## config.mk

```make
export PLATFORM = sky130hd
export DESIGN_NAME = empty_cell_scanner
export DESIGN_NICKNAME = d
export VERILOG_FILES = /design/src/rtl/empty_cell_scanner.sv
export SDC_FILE = /design/constraint.sdc
export NUM_CORES = 1
export LEC_CHECK = 0
export CORE_AREA = 2 2 85 87
export DETAILED_ROUTE_END_ITERATION = 6
export DIE_AREA = 0 0 87 89
export PLACE_DENSITY = 0.89
export REMOVE_ABC_BUFFERS = 1
export SYNTH_ARGS = -nofsm -noshare
export SYNTH_HDL_FRONTEND = slang
export SYNTH_SLANG_ARGS = --single-unit
```

## constraint.sdc

```tcl
create_clock -name clk -period 5.65 [get_ports clk]
set_input_delay 0.8475 -clock clk [delete_from_list [all_inputs] [get_ports clk]]
set_output_delay 0.8475 -clock clk [all_outputs]
set_load 0.02 [all_outputs]
```

## src/rtl/empty_cell_scanner.sv

```systemverilog
// -----------------------------------------------------------------------------
// empty_cell_scanner
//
// Sequential search for the first empty board cell. A cell is empty when its
// code is all-zeros or all-ones. On an accepted `start` the whole cell array
// is snapshotted and walked one cell per clock beginning at `start_idx`. The
// first empty cell ends the scan with found=1 and its index/code. If no empty
// cell is met before the last candidate, the scan ends with found=0.
//
// Build option:
//   EMPTY_SCAN_WRAP_EN  defined     -> pointer wraps NCELLS-1 -> 0 and up to
//                                      NCELLS cells are examined.
//                       not defined -> scan stops after cell NCELLS-1.
//
// Parameters:
//   NCELLS  number of board cells (>= 2)
//   CELL_W  bits per cell code (>= 2)
//   IDX_W   index width, derived from NCELLS (do not override)
//
// Ports:
//   clk        rising-edge clock
//   rst        synchronous active-high reset
//   cells      flattened cell codes, cell i = cells[i*CELL_W +: CELL_W]
//   start      scan request, accepted only while busy=0
//   start_idx  first cell to examine, sampled with start
//   busy       scan in progress
//   done       one-cycle pulse, result valid
//   found      an empty cell was found
//   idx        index of the found cell (0 if none)
//   state      code of the found cell (0 if none)
// -----------------------------------------------------------------------------
module empty_cell_scanner #(
    parameter int NCELLS = 16,
    parameter int CELL_W = 4,
    parameter int IDX_W  = $clog2(NCELLS)
) (
    input  logic                     clk,
    input  logic                     rst,
    input  logic [NCELLS*CELL_W-1:0] cells,
    input  logic                     start,
    input  logic [IDX_W-1:0]         start_idx,
    output logic                     busy,
    output logic                     done,
    output logic                     found,
    output logic [IDX_W-1:0]         idx,
    output logic [CELL_W-1:0]        state
);

    localparam logic [1:0] ST_IDLE = 2'd0;
    localparam logic [1:0] ST_SCAN = 2'd1;
    localparam logic [1:0] ST_DONE = 2'd2;

    localparam logic [IDX_W-1:0] LAST_IDX   = IDX_W'(NCELLS - 1);
    localparam logic [IDX_W-1:0] IDX_ONE    = IDX_W'(1);
    localparam logic [IDX_W:0]   NCELLS_EXT = (IDX_W + 1)'(NCELLS);

    // A cell is empty when its code is uniformly 0 or uniformly 1.
    function automatic logic is_empty(input logic [CELL_W-1:0] code);
        return (code == {CELL_W{1'b0}}) || (code == {CELL_W{1'b1}});
    endfunction

    logic [1:0]        fsm_r;
    logic [IDX_W-1:0]  ptr_r;
    logic [CELL_W-1:0] snap_r [NCELLS];

    logic              accept_s;
    logic              in_range_s;
    logic [CELL_W-1:0] cur_code_s;
    logic              cur_empty_s;
    logic              last_s;
    logic [IDX_W-1:0]  next_ptr_s;

`ifdef EMPTY_SCAN_WRAP_EN
    // Number of cells already examined; the pointer alone cannot tell when
    // a wrapped scan has come back around to its starting cell.
    logic [IDX_W-1:0]  cnt_r;
`endif

    // Start is honoured in IDLE and in DONE (back-to-back scans), never in SCAN.
    always_comb begin
        accept_s = start && (fsm_r != ST_SCAN);
    end

    // Current-cell lookup, empty test and pointer-advance decision.
    always_comb begin
        in_range_s = ({1'b0, ptr_r} < NCELLS_EXT);
        cur_code_s = {CELL_W{1'b0}};
        if (in_range_s) begin
            cur_code_s = snap_r[ptr_r];
        end else begin
            cur_code_s = {CELL_W{1'b0}};
        end
        // An out-of-range start pointer examines nothing.
        cur_empty_s = in_range_s && is_empty(cur_code_s);
`ifdef EMPTY_SCAN_WRAP_EN
        last_s = (cnt_r == LAST_IDX);
        if (ptr_r == LAST_IDX) begin
            next_ptr_s = {IDX_W{1'b0}};
        end else begin
            next_ptr_s = ptr_r + IDX_ONE;
        end
`else
        last_s     = (ptr_r == LAST_IDX);
        next_ptr_s = ptr_r + IDX_ONE;
`endif
    end

    // Snapshot of the cell array, captured when a scan is accepted.
    always_ff @(posedge clk) begin
        if (accept_s) begin
            for (int i = 0; i < NCELLS; i++) begin
                snap_r[i] <= cells[i*CELL_W +: CELL_W];
            end
        end
    end

    // Control FSM, scan pointer and registered result outputs.
    always_ff @(posedge clk) begin
        if (rst) begin
            fsm_r <= ST_IDLE;
            ptr_r <= {IDX_W{1'b0}};
            busy  <= 1'b0;
            done  <= 1'b0;
            found <= 1'b0;
            idx   <= {IDX_W{1'b0}};
            state <= {CELL_W{1'b0}};
`ifdef EMPTY_SCAN_WRAP_EN
            cnt_r <= {IDX_W{1'b0}};
`endif
        end else begin
            case (fsm_r)
                ST_IDLE, ST_DONE: begin
                    done <= 1'b0;
                    if (accept_s) begin
                        fsm_r <= ST_SCAN;
                        ptr_r <= start_idx;
                        busy  <= 1'b1;
                        found <= 1'b0;
                        idx   <= {IDX_W{1'b0}};
                        state <= {CELL_W{1'b0}};
`ifdef EMPTY_SCAN_WRAP_EN
                        cnt_r <= {IDX_W{1'b0}};
`endif
                    end else begin
                        fsm_r <= ST_IDLE;
                        busy  <= 1'b0;
                    end
                end
                ST_SCAN: begin
                    if (cur_empty_s) begin
                        fsm_r <= ST_DONE;
                        busy  <= 1'b0;
                        done  <= 1'b1;
                        found <= 1'b1;
                        idx   <= ptr_r;
                        state <= cur_code_s;
                    end else if (!in_range_s || last_s) begin
                        fsm_r <= ST_DONE;
                        busy  <= 1'b0;
                        done  <= 1'b1;
                        found <= 1'b0;
                    end else begin
                        ptr_r <= next_ptr_s;
`ifdef EMPTY_SCAN_WRAP_EN
                        cnt_r <= cnt_r + IDX_ONE;
`endif
                    end
                end
                default: begin
                    fsm_r <= ST_IDLE;
                    busy  <= 1'b0;
                    done  <= 1'b0;
                end
            endcase
        end
    end

endmodule

```

# Word-level counts from Yosys, hierarchy flattened
# Memories as Yosys holds them, arrays and structs flattened. A register that Yosys moved wholly into a read port is not among the register bits.
# Cells that the tools add are included.
# W data, S select, Z words.
op_classes:
  bitwise_logic: 1
  eq_ne: 10
  n_mux: 25
  reduce_logical: 11
  add_sub_neg: 1
ops:
  columns: ["op", "n"]
  rows:
  - ["$mux W4", 8]
  - ["$pmux W4 S2", 3]
  - ["$mux W1", 9]
  - ["$eq A4 B4 Y1 const B", 2]
  - ["$ne A2 B2 Y1 const B", 4]
  - ["$reduce_and A3 Y1", 2]
  - ["$add A4 B1 Y4 const B", 1]
  - ["$logic_not A4 Y1", 1]
  - ["$mux W2", 2]
  - ["$pmux W1 S2", 2]
  - ["$pmux W2 S2", 1]
  - ["$reduce_and A4 Y1", 1]
  - ["$reduce_bool A2 Y1", 2]
  - ["$reduce_or A2 Y1", 2]
  - ["$ne A3 B3 Y1 const B", 1]
  - ["$eq A2 B1 Y1 const B", 1]
  - ["$eq A2 B2 Y1 const B", 1]
  - ["$logic_not A2 Y1", 1]
  - ["$ne A2 B1 Y1 const B", 1]
  - ["$logic_and A1 B1 Y1", 1]
  - ["$logic_or A1 B1 Y1", 1]
  - ["$not A1 Y1", 1]
word_totals:
  n_memories: 1
  reg_bits: 17
  ramBits: 64
  output_inout_bits: 11
  word_cells: 56
memory_table:
  columns: ["name", "words", "width", "read_ports", "rd_clocked_by_memory_dff", "write_ports", "line_no", "rtl"]
  rows:
  - ["snap_r", 16, 4, 1, 1, 16, "64", "logic [CELL_W-1:0] snap_r [NCELLS];"]

# Logic depth before layout (Yosys ltp)
# Gate-level depths: netlist of run 1.
depth:
  ltp_word: 6
  ltp_mapped: 10

# Worst setup path after synthesis of run 1
# No wires, ideal clock.
synth_path:
  path_kind: "input to register"
  from: "input port start"
  to: "memory snap_r[0][0] (enable)"
  required_ns: 5.221
  slack_ns: 2.867
  arrival_ns: 2.354
  stages: 1
  path_buffers: 0
  cell_sequence: "and2_1"
synth_lines:
  columns: ["item", "line_no", "rtl"]
  rows:
  - ["start: declaration", "40", "input logic start,"]
  - ["end: declaration", "64", null]

==> qor.csv, run 1 <==
stage,metric,value,unit
setup_path,setup.worst_path.class,reg -> reg,
cts,tritoncts,done,
place,port-buffer-count,81,
routing,met3WireLength,379,um
power_and_ir_drop,power.share.switching,0.258,
hold_path,min_from,state[0],
finish,syn2layout_area_growth,31.5,%
setup_path,timing.critical_path.fanout_max,16,
sta,worst_slew_pin_slew,0.997,ns
hold_path,timing.hold.worst.class,reg -> reg,
sta,clock-skew-final,0.00775,ns
finish,layout.cell_area.non_filler,4400,sq um
power_and_ir_drop,comb_power_share,0.178,
sta,post-route-min-period,3.22,ns
setup_path,worst_ep_arrival_time,3.41,ns
cts,clk_transition_reported_paths,0.08,ns
global_routing,number_of_global_route_vias_before_repair,2092,
routing,met2WireLength,3.12,mm
cts,h_tree_level_count,3,
die,placementRows,30,
global_routing,antenna_violations_before_repair,0,
routing,top_signal_layer_used,met4,
sta,max_slew_margin_vs_limit,0.335,
routing,firstDrtPassIters,4,
setup_path,crit_required,5.84,ns
finish,final_net_count,352,
yosys,yosys_warnings,0,
yosys,synth_cells,196,
power_and_ir_drop,power.share.clock,0.288,
global_routing,total_routing_usage_gr,0.177,
routing,violation_count_after_the_first_detailed_routing_iteration,152,
cts,cts-resized-gates,0,
power_and_ir_drop,power.switching,0.377,mW
global_routing,grt_first_pass_wirelength,10.1,mm
cts,cts_made_buffers,9,
setup_path,critPathLaunchType,register,
routing,drtAntennaViolNets,0,
cts,post-cts-setup-buffer-count,0,
routing,detailroute.via_count,1994,
sta,setup_viol,0,
die,fp.dieW,87,um
power_and_ir_drop,overall_power,1.46,mW
power_and_ir_drop,power.density,332,nW/um^2
yosys,synth_area,3350,sq um
power_and_ir_drop,peakVddDrop,0.216,mV
power_and_ir_drop,leakage,1.46,nW
cts,clkLatencyLatePin,0.35,ns
finish,diode_insertion_count_for_antenna_repair,0,
sta,unrepaired_setup_endpoints_after_global_routing,no,
sta,final.setup.tns,0,ns
routing,route.final.wire_length,6.07,mm
finish,post_route_cells_drive_above_1_share,0.126,
setup_path,setup.reg_to_reg.worst_slack,2.43,ns
routing,met1Wirelength,2.51,mm
sta,report.final.slew_viol_count,0,
cts,root_buffer,sky130_fd_sc_hd__clkbuf_8,
yosys,synth_seq_cells,85,
place,post_dp_cell_area,4210,sq um
routing,detail_route.drc_violations,0,
setup_path,critPathCaptureType,register,
global_routing,grt_max_degree,65,
place,gp_congestion,0.881,
power_and_ir_drop,share_seq_of_total_power,0.534,
yosys,synth_area_per_cell,17.1,sq um
routing,wl_per_cell,16.6,um
yosys,seq_area_frac_synth,0.700,
routing,vias_per_cell,5.46,
sta,hold_viol,0,
global_routing,gr-total-overflow,0,
die,die-height,89,um
sta,fmax,311,MHz
die,floorplan.initialDensity,0.498,
cts,hold_buffers,0,
sta,finalCritPeriodShare,0.570,
cts,clock_sink_count,85,
cts,max-clock-path-buffers,2,
die,die_area,7740,sq um
die,floorplan.core_area,6720,sq um
die,pin_count,82,
job,count_of_max_cap_constraint_violations,0,
status,status,completed,
place,dpl.hpwl,4.50,mm
yosys,synth_cell_types,42,
power_and_ir_drop,cellInternalPower,1.09,mW
[cells in the mapped netlist (all sizes together)]
| master | count | share of area |
|---|---|---|
| a311oi | 4 | 0.010 |
| mux4 | 16 | 0.11 |
| and3 | 1 | 0.0019 |
| xor2 | 1 | 0.0026 |
| nor2 | 3 | 0.0034 |
| ha | 1 | 0.0037 |
| inv | 1 | 0.0011 |
| o32ai | 2 | 0.0052 |
| nor4 | 2 | 0.0082 |
| nor2b | 3 | 0.0056 |
| o21ai | 3 | 0.0056 |
| nor3 | 2 | 0.0064 |
| nand2b | 2 | 0.0037 |
| o221ai | 1 | 0.0026 |
| nand3b | 2 | 0.0082 |
| clkbuf | 5 | 0.0056 |
| and2b | 1 | 0.0022 |
| and2 | 1 | 0.0019 |
| a211oi | 2 | 0.0060 |
| buf | 4 | 0.013 |
| nand3 | 19 | 0.030 |
| edfxtp | 64 | 0.57 |
| nand2 | 10 | 0.011 |
| nor3b | 2 | 0.0060 |
| a22oi | 4 | 0.010 |
| o211ai | 5 | 0.011 |
| a21oi | 13 | 0.019 |
| and4 | 1 | 0.0026 |
| dfxtp | 21 | 0.13 |
[stage by stage]
step / hold slack (ns) / setup WS [ns] / cells / util
global route: 0.486 / 2.03 / 365 / 0.655
floorplan: 0.500 / 2.81 / 187 / -
global placement: 0.454 / 2.41 / 349 / 0.626
finish: 0.470 / 2.43 / 365 / 0.655
detailed placement: 0.460 / 2.37 / 349 / 0.626
CTS: 0.472 / 2.36 / 365 / 0.655
[cell usage in the layout (no fill, tap or decap), drive strengths merged, types with 2 or more instances in the layout]
cell type,n
clkdlybuf4s50,81
edfxtp,64
dfxtp,21
nand3,19
mux4,16
a21oi,13
nand2,10
clkbuf,10
o211ai,5
a311oi,4
a22oi,4
nor2b,3
nor2,3
clkinv,3
o21ai,3
inv,3
nand2b,2
o32ai,2
nor4,2
nor3,2
nor3b,2
nand3b,2
a211oi,2
[power by group through the flow]
| stage | sequential, mW | combinational [mW] | clock (mW) |
|---|---|---|---|
| floorplan | 0.788 | 0.164 | 0 |
| finish | 0.782 | 0.260 | 0.421 |
| CTS | 0.783 | 0.262 | 0.431 |
| detailed placement | 0.798 | 0.261 | 0 |
| global placement | 0.795 | 0.254 | 0 |
| global route | 0.793 | 0.284 | 0.452 |
[worst max-delay path: stages (launching register included)]
cell and delay [ns]:
sky130_fd_sc_hd__dfxtp_1 0.98, sky130_fd_sc_hd__mux4_1 0.65, sky130_fd_sc_hd__a22oi_1 0.21, sky130_fd_sc_hd__nand3_1 0.17, sky130_fd_sc_hd__nor4_4 0.59, sky130_fd_sc_hd__nor3_4 0.13
sky130_fd_sc_hd__o221ai_1 0.22, sky130_fd_sc_hd__a21oi_1 0.12
[logic make-up after synthesis]
family | after synthesis | share of synthesized area
DFF | 85 | 0.700
and+or+nand+nor | 49 | 0.0912
AOI/OAI and AO/OA | 34 | 0.0710
muxes | 16 | 0.112
buffers and inverters | 10 | 0.0198
xor gates and xnor gates | 1 | 0.00262
adders and majority gates | 1 | 0.00374
[state kept, by name, indices dropped and copies added (netlist names), named ones only]
name / flops
idx: 4
found: 1
busy: 1
ptr_r: 4
snap_r: 64
done: 1
state: 4
fsm_r: 2
[per-layer routing]
metal | global-route usage | up-vias
li1 | - | 965
met1 | 0.213 | 949
met2 | 0.299 | 75
met3 | 0.0609 | 5
met4 | 0.0611 | 0
met5 | 0 | -
[path summary, 6_finish.rpt]
kind	endpoint	depth (start not counted)
worst max-delay path	register	7
worst min-delay path	state[0]	2
worst max register to register	register	7
worst min register to register	state[0]	2
[area by class of cell]
type,instances,area (sq um)
Sequential cell,85,2340
Fill cell,477,2310
Multi-Input combinational cell,101,941
Timing Repair Buffer,82,818
Clock buffer,10,128
Tap cell,80,100
Clock inverter,6,71.3
Inverter,1,3.75
Note: power is estimated with default switching activity, not from simulation.
==> run 2, diff against run 1 <==
Settings changed: CORE_AREA 2 2 85 87 to 2 2 86 88, DIE_AREA 0 0 87 89 to 0 0 88 90, PLACE_DENSITY 0.89 to 0.87.
Clock period 5.65 ns to 3.3 ns, I/O delays scaled along.
==> run 2 against run 1 <==
Against the previous run:
- clock power increased by 59%
- global-route usage decreased by 0.88 points
- largest cell class unchanged
- fmax increased by 8.2%
- count of clock-buffer cells in the layout decreased by 1
- critical path depth increased by 1
- first-iteration DRC count decreased by 47%
- wire length increased by 2.8%
==> qor.csv, run 2 (synthesis gave the netlist of run 1 again) <==
stage,metric,value,unit,change
status,status,completed,,
setup_path,setup.reg_to_reg.worst_slack,0.32,ns,-2.11 ns
setup_path,critPathLaunchType,register,,
setup_path,critical-path-top-delay-family,simple AND/OR/NAND/NOR gates,,
finish,area_of_the_multi_input_gates,941,sq um,unchanged
cts,cts_made_buffers,9,,unchanged
hold_path,min_from,busy,,
sta,clock-skew-final,0.0126,ns,+0.00483 ns
hold_path,timing.hold.worst.class,reg -> reg,,
power_and_ir_drop,power.density,556,nW/um^2,+68%
finish,area_occupied_by_registers,2340,sq um,unchanged
finish,num-fill-cells,495,,+3.8%
setup_path,timing.critical_path.fanout_max,16,,unchanged
setup_path,critical_path_cell_sequence,buf_4 -> mux4_1 -> a22oi_1 -> nand3_1 -> nor4_4 -> nor3b_2 -> and3_1 -> o32ai_1,,
die,die_area,7920,sq um,+2.3%
routing,violation_count_after_the_first_detailed_routing_iteration,80,,-47%
place,port-buffer-count,81,,unchanged
die,placementRows,31,,+3.3%
cts,clock_sink_count,85,,unchanged
global_routing,antenna_violations_before_repair,0,,unchanged
die,floorplan.core_area,7020,sq um,+4.5%
setup_path,worst_ep_arrival_time,3.22,ns,-0.19 ns
sta,worst_slew_pin_slew,0.720,ns,-0.277 ns
hold_path,hold_crit_endpoint,busy,,
finish,final_net_count,354,,+0.57%
finish,largest_register_ffs,64,,unchanged
finish,layout.cell_area.non_filler,4440,sq um,+0.74%
cts,post-cts-setup-buffer-count,0,,unchanged
sta,fmax,336,MHz,+8.2%
cts,root_buffer,sky130_fd_sc_hd__clkbuf_8,,
sta,setup_viol,0,,unchanged
finish,layout.core_utilization,0.632,,-0.0235
cts,clk_transition_reported_paths,0.09,ns,about the same
setup_path,crit_required,3.54,ns,-2.30 ns
sta,report.final.slew_viol_count,0,,unchanged
cts,tritoncts,done,,
routing,vias_per_cell,5.28,,-3.3%
die,fp.dieW,88,um,+1.1%
die,floorplan.initialDensity,0.477,,-0.0214
sta,hold_viol,0,,unchanged
sta,finalCritPeriodShare,0.902,,+0.332
routing,route.final.wire_length,6.24,mm,+2.8%
sta,final.setup.tns,0,ns,unchanged
cts,cts-resized-gates,0,,unchanged
global_routing,total_routing_usage_gr,0.168,,-0.00882
sta,postLayoutSetupSlackWorst,0.324,ns,-2.11 ns
place,dpl.hpwl,4.56,mm,+1.4%
setup_path,critPathCaptureType,register,,
place,place_inst,370,,+6.0%
finish,max_flop_register,snap_r,,
finish,final_common_cell,sky130_fd_sc_hd__clkdlybuf4s50_1,,
finish,most_used_cells_in_the_layout_excluding_fill_and_tap_cells,"sky130_fd_sc_hd__clkdlybuf4s50_1, sky130_fd_sc_hd__edfxtp_1, sky130_fd_sc_hd__dfxtp_1, sky130_fd_sc_hd__nand3_1, sky130_fd_sc_hd__a21oi_1",,
power_and_ir_drop,leakage,1.46,nW,about the same
setup_path,cp.buffers_inverters,1,,+1
sta,post-route-min-period,2.98,ns,-0.243 ns
place,gp_congestion,0.743,,-16%
finish,final-instance-count-excl-fill,386,,+5.8%
routing,drtAntennaViolNets,0,,unchanged
global_routing,grt_max_degree,65,,unchanged
die,pin_count,82,,unchanged
global_routing,number_of_global_route_vias_before_repair,2124,,+1.5%
finish,syn2layout_area_growth,32.5,%,
power_and_ir_drop,overall_power,2.47,mW,+69%
routing,firstDrtPassIters,4,,unchanged
setup_path,ff2ff_path_depth,8,,+1
hold_path,min_delay_path_depth,2,,unchanged
power_and_ir_drop,peakVddDrop,0.306,mV,+42%
cts,h_tree_level_count,3,,unchanged
job,count_of_max_cap_constraint_violations,0,,unchanged
setup_path,cell_with_the_largest_stage_delay_on_the_worst_path,sky130_fd_sc_hd__nor4_4,,
setup_path,critical-path-max-stage-delay,0.63,ns,-0.35 ns
setup_path,setup.worst_path.class,reg -> reg,,
finish,diode_insertion_count_for_antenna_repair,0,,unchanged
routing,wl_per_cell,16.2,um,-2.8%
die,die-height,90,um,+1.1%
routing,detail_route.drc_violations,0,,unchanged
place,post_dp_cell_area,4260,sq um,+1.2%
sta,unrepaired_setup_endpoints_after_global_routing,no,,
routing,detailroute.via_count,2039,,+2.3%
sta,max_slew_margin_vs_limit,0.519,,+0.184
sta,holdWs,0.465,ns,-0.00476 ns
global_routing,grt_first_pass_wirelength,9.97,mm,-1.2%
cts,hold_buffers,0,,unchanged
cts,clkLatencyLatePin,0.35,ns,about the same
finish,post_route_cells_drive_above_1_share,0.136,,+0.00957
cts,max-clock-path-buffers,2,,unchanged
place,pre_cts_slack,0.374,ns,-1.99 ns
global_routing,gr-total-overflow,0,,unchanged
-- run 2: worst max path at each step --
stage	end	slack, ns	cells after the start
floorplan	register	0.46	7
global placement	register	0.54	8
detailed placement	state[0]	0.37	8
CTS	register	0.36	8
global route	idx[1]	0.19	8
finish	register	0.32	8
-- run 2: per-layer routing --
metal / up-vias / wire length [um] / GRT usage
met1: 985 / 2500 / 0.212
met3: 7 / 352 / 0.0413
li1: 969 / - / -
met4: 0 / 57 / 0.0577
met2: 78 / 3330 / 0.280
met5: - / 0 / 0
-- run 2: final cells by class --
type                            count  share of cell area
Clock buffer                        9              0.0279
Tap cell                           99              0.0279
Multi-Input combinational cell    101               0.212
Sequential cell                    85               0.528
Inverter                            1            0.000846
Clock inverter                      7              0.0127
Timing Repair Buffer               84               0.191
-- run 2: power by group --
group	total, mW	switching (mW)	leakage, nW	internal [mW]
logic	0.486	0.236	0.592	0.250
clock network	0.670	0.387	0.0858	0.282
registers	1.31	0.0545	0.785	1.26
-- run 2: worst register-to-register path, delay by kind of cell, from the launching register on --
family          cells  cell delay [ns]
simple gates        4             1.21
mux                 1             0.61
compound gates      2             0.44
flops               1             0.32
buf+inv             1             0.29
==> edit: new RTL, flow settings as in run 2 <==
The parameter `CELL_W` goes from 4 to 3.
--- a/src/rtl/empty_cell_scanner.sv
+++ b/src/rtl/empty_cell_scanner.sv
@@ -33,3 +33,3 @@
     parameter int NCELLS = 16,
-    parameter int CELL_W = 4,
+    parameter int CELL_W = 3,
     parameter int IDX_W  = $clog2(NCELLS)
Interface: changed (resized cells and state); port bits go from 82 to 65. The function was not compared with the original's and may differ.
==> edit against run 2 <==
- wire length shrank 18%
- critical path depth shrank 2
- worst setup slack gained 0.075 ns
- synthesized cell count shrank 11%
- area after synthesis shrank 18%
- die area is the same
- power shrank 16%
- sequential cell count shrank 17
- cell area shrank 17%
- fmax grew 2.6%
- critical path type unchanged
- largest cell class unchanged
- highest routed layer unchanged
==> edit: results (changes against run 2) <==
Outcome
  • Status: complete, no violations (unchanged)

Global route
  • Largest net degree at the start of global routing: 23 (was 65)
  • First-pass GRT wire length: 8818 um (was 9970 um)
  • Total GRT Usage: 0.1480 (was 0.1678)
  • Vias in the first global route: 1863 (was 2124)

Synthesis
  • Number of synthesized flops with an enable pin: 48 (was 64)
  • Sequential fraction of the synthesis area: 0.6725 (was 0.6996)
  • Top cells by count, synth: edfxtp_1, dfxtp_1, nand2_1 (was edfxtp_1, dfxtp_1, nand3_1)
  • Yosys cell types: 36 (was 42)
  • Area contributors post-synth: edfxtp_1, dfxtp_1, mux4_1, mux4_2, nand2_1 (was edfxtp_1, dfxtp_1, mux4_2, mux4_1, nand3_1)

Min path
  • Hold_sp: idx[2] (was busy)

Routing
  • Via/cell ratio: 4.972 (was 5.282)
  • Met1 wire length: 2196 um (was 2504 um)
  • WL per Instance: 14.66 um (was 16.17 um)

Timing
  • Final Skew: 0.009452 ns (was 0.01257 ns)
  • Least-Margin Pin Slew: 0.6948 ns (was 0.7196 ns)
  • Final hold vios: 0 (unchanged)

Finish
  • Biggest regs: snap_r: 48 flops, idx: 4 flops, ptr_r: 4 flops
  • Share of cells above drive strength 1: 0.1270 (was 0.1359)
  • Final nets: 303 (was 354)
  • Fill cells: 578 (was 495)

Setup path
  • Top Family by Delay on Critical Path: compound AO/OA/AOI/OAI gates (was simple AND/OR/NAND/NOR gates)
  • Crit Path Max Fanout: 10 (was 16)
  • Max stage delay cell, worst path: dfxtp_1 (was nor4_4)
  • Crit path kind: flip-flop to flip-flop (unchanged)
  • Critical Path AT: 3.14 ns (was 3.22 ns)

Placement
  • Placer Congestion: 0.8323 (was 0.7430)

Power and ir drop
  • Maximum vdd ir drop: 370.3 uV (was 306.3 uV)
  • P_int: 1.551 mW (was 1.791 mW)

Clock network
  • CTS Root Cell: clkbuf_8 (unchanged)
edit: cell types whose count changed after synthesis, moves of 4 or more:
cell,change
nor2_1,+4
o211ai_1,-4
a311oi_1,-4
nand3_1,-11
edfxtp_1,-16
nand2_1,+9
mux2i_1,+4
o21ai_0,+4
a221oi_1,+4
mux4_2,-8
mux4_1,+4
a21oi_1,-5
edit: metal layers:
| layer | up-vias | track usage |
|---|---|---|
| met4 | 0 | 0.07179 |
| li1 | 839 | - |
| met2 | 76 | 0.2165 |
| met5 | - | 0 |
| met1 | 823 | 0.1914 |
| met3 | 7 | 0.05693 |
edit: area by class of cell:
class,count,share of cell area
timing repair buffer,67,0.1800
clock buffer,11,0.03565
sequential,68,0.4998
clock inverter,5,0.01426
multi-input combinational,100,0.2357
tap,99,0.03362
inverter,1,0.001019
edit: power groups by stage:
stage / clock network (mW) / registers, mW / logic (mW)
2_1_floorplan: 0 / 1.07 / 0.234
3_3_place_gp: 0 / 1.08 / 0.366
3_5_place_dp: 0 / 1.08 / 0.376
4_1_cts: 0.650 / 1.06 / 0.378
5_1_grt: 0.684 / 1.07 / 0.416
6_report: 0.638 / 1.06 / 0.377
edit: path summary, 6_finish.rpt:
kind                    end  cells past startpoint  slack [ns]
setup reg to reg  flip-flop                      6        0.40
setup / recovery  flip-flop                      6        0.40
hold / removal       idx[2]                      2        0.47
hold reg to reg      idx[2]                      2        0.47
edit: worst reg2reg max path, cell delays in order (launching register included):
cell	delay, ns
dfxtp_1	0.68
mux4_1	0.63
a22oi_1	0.24
nand3_2	0.12
nor3_1	0.59
o21ai_0	0.22
a221oi_1	0.32
edit: stage by stage:
stage | instances | instance area [um2] | power (mW) | worst slack (ns) | utilization
after CTS | 351 | 3685 | 2.088 | 0.3960 | 0.5249
final | 351 | 3685 | 2.072 | 0.3997 | 0.5249
after floorplan | 169 | 2713 | 1.304 | 0.6186 | -
after global routing | 351 | 3685 | 2.170 | 0.03495 | 0.5249
after detailed placement | 335 | 3501 | 1.455 | 0.4189 | 0.4987
after global placement | 335 | 3501 | 1.441 | 0.4954 | 0.4987
edit: cell families after synthesis:
family | after synthesis | synth area share
adders and majority gates | 1 | 0.004568
and+or+nand+nor | 54 | 0.1055
buffers and inverters | 6 | 0.01096
muxes | 18 | 0.1325
DFF | 68 | 0.6725
AOI/OAI and AO/OA | 27 | 0.07400
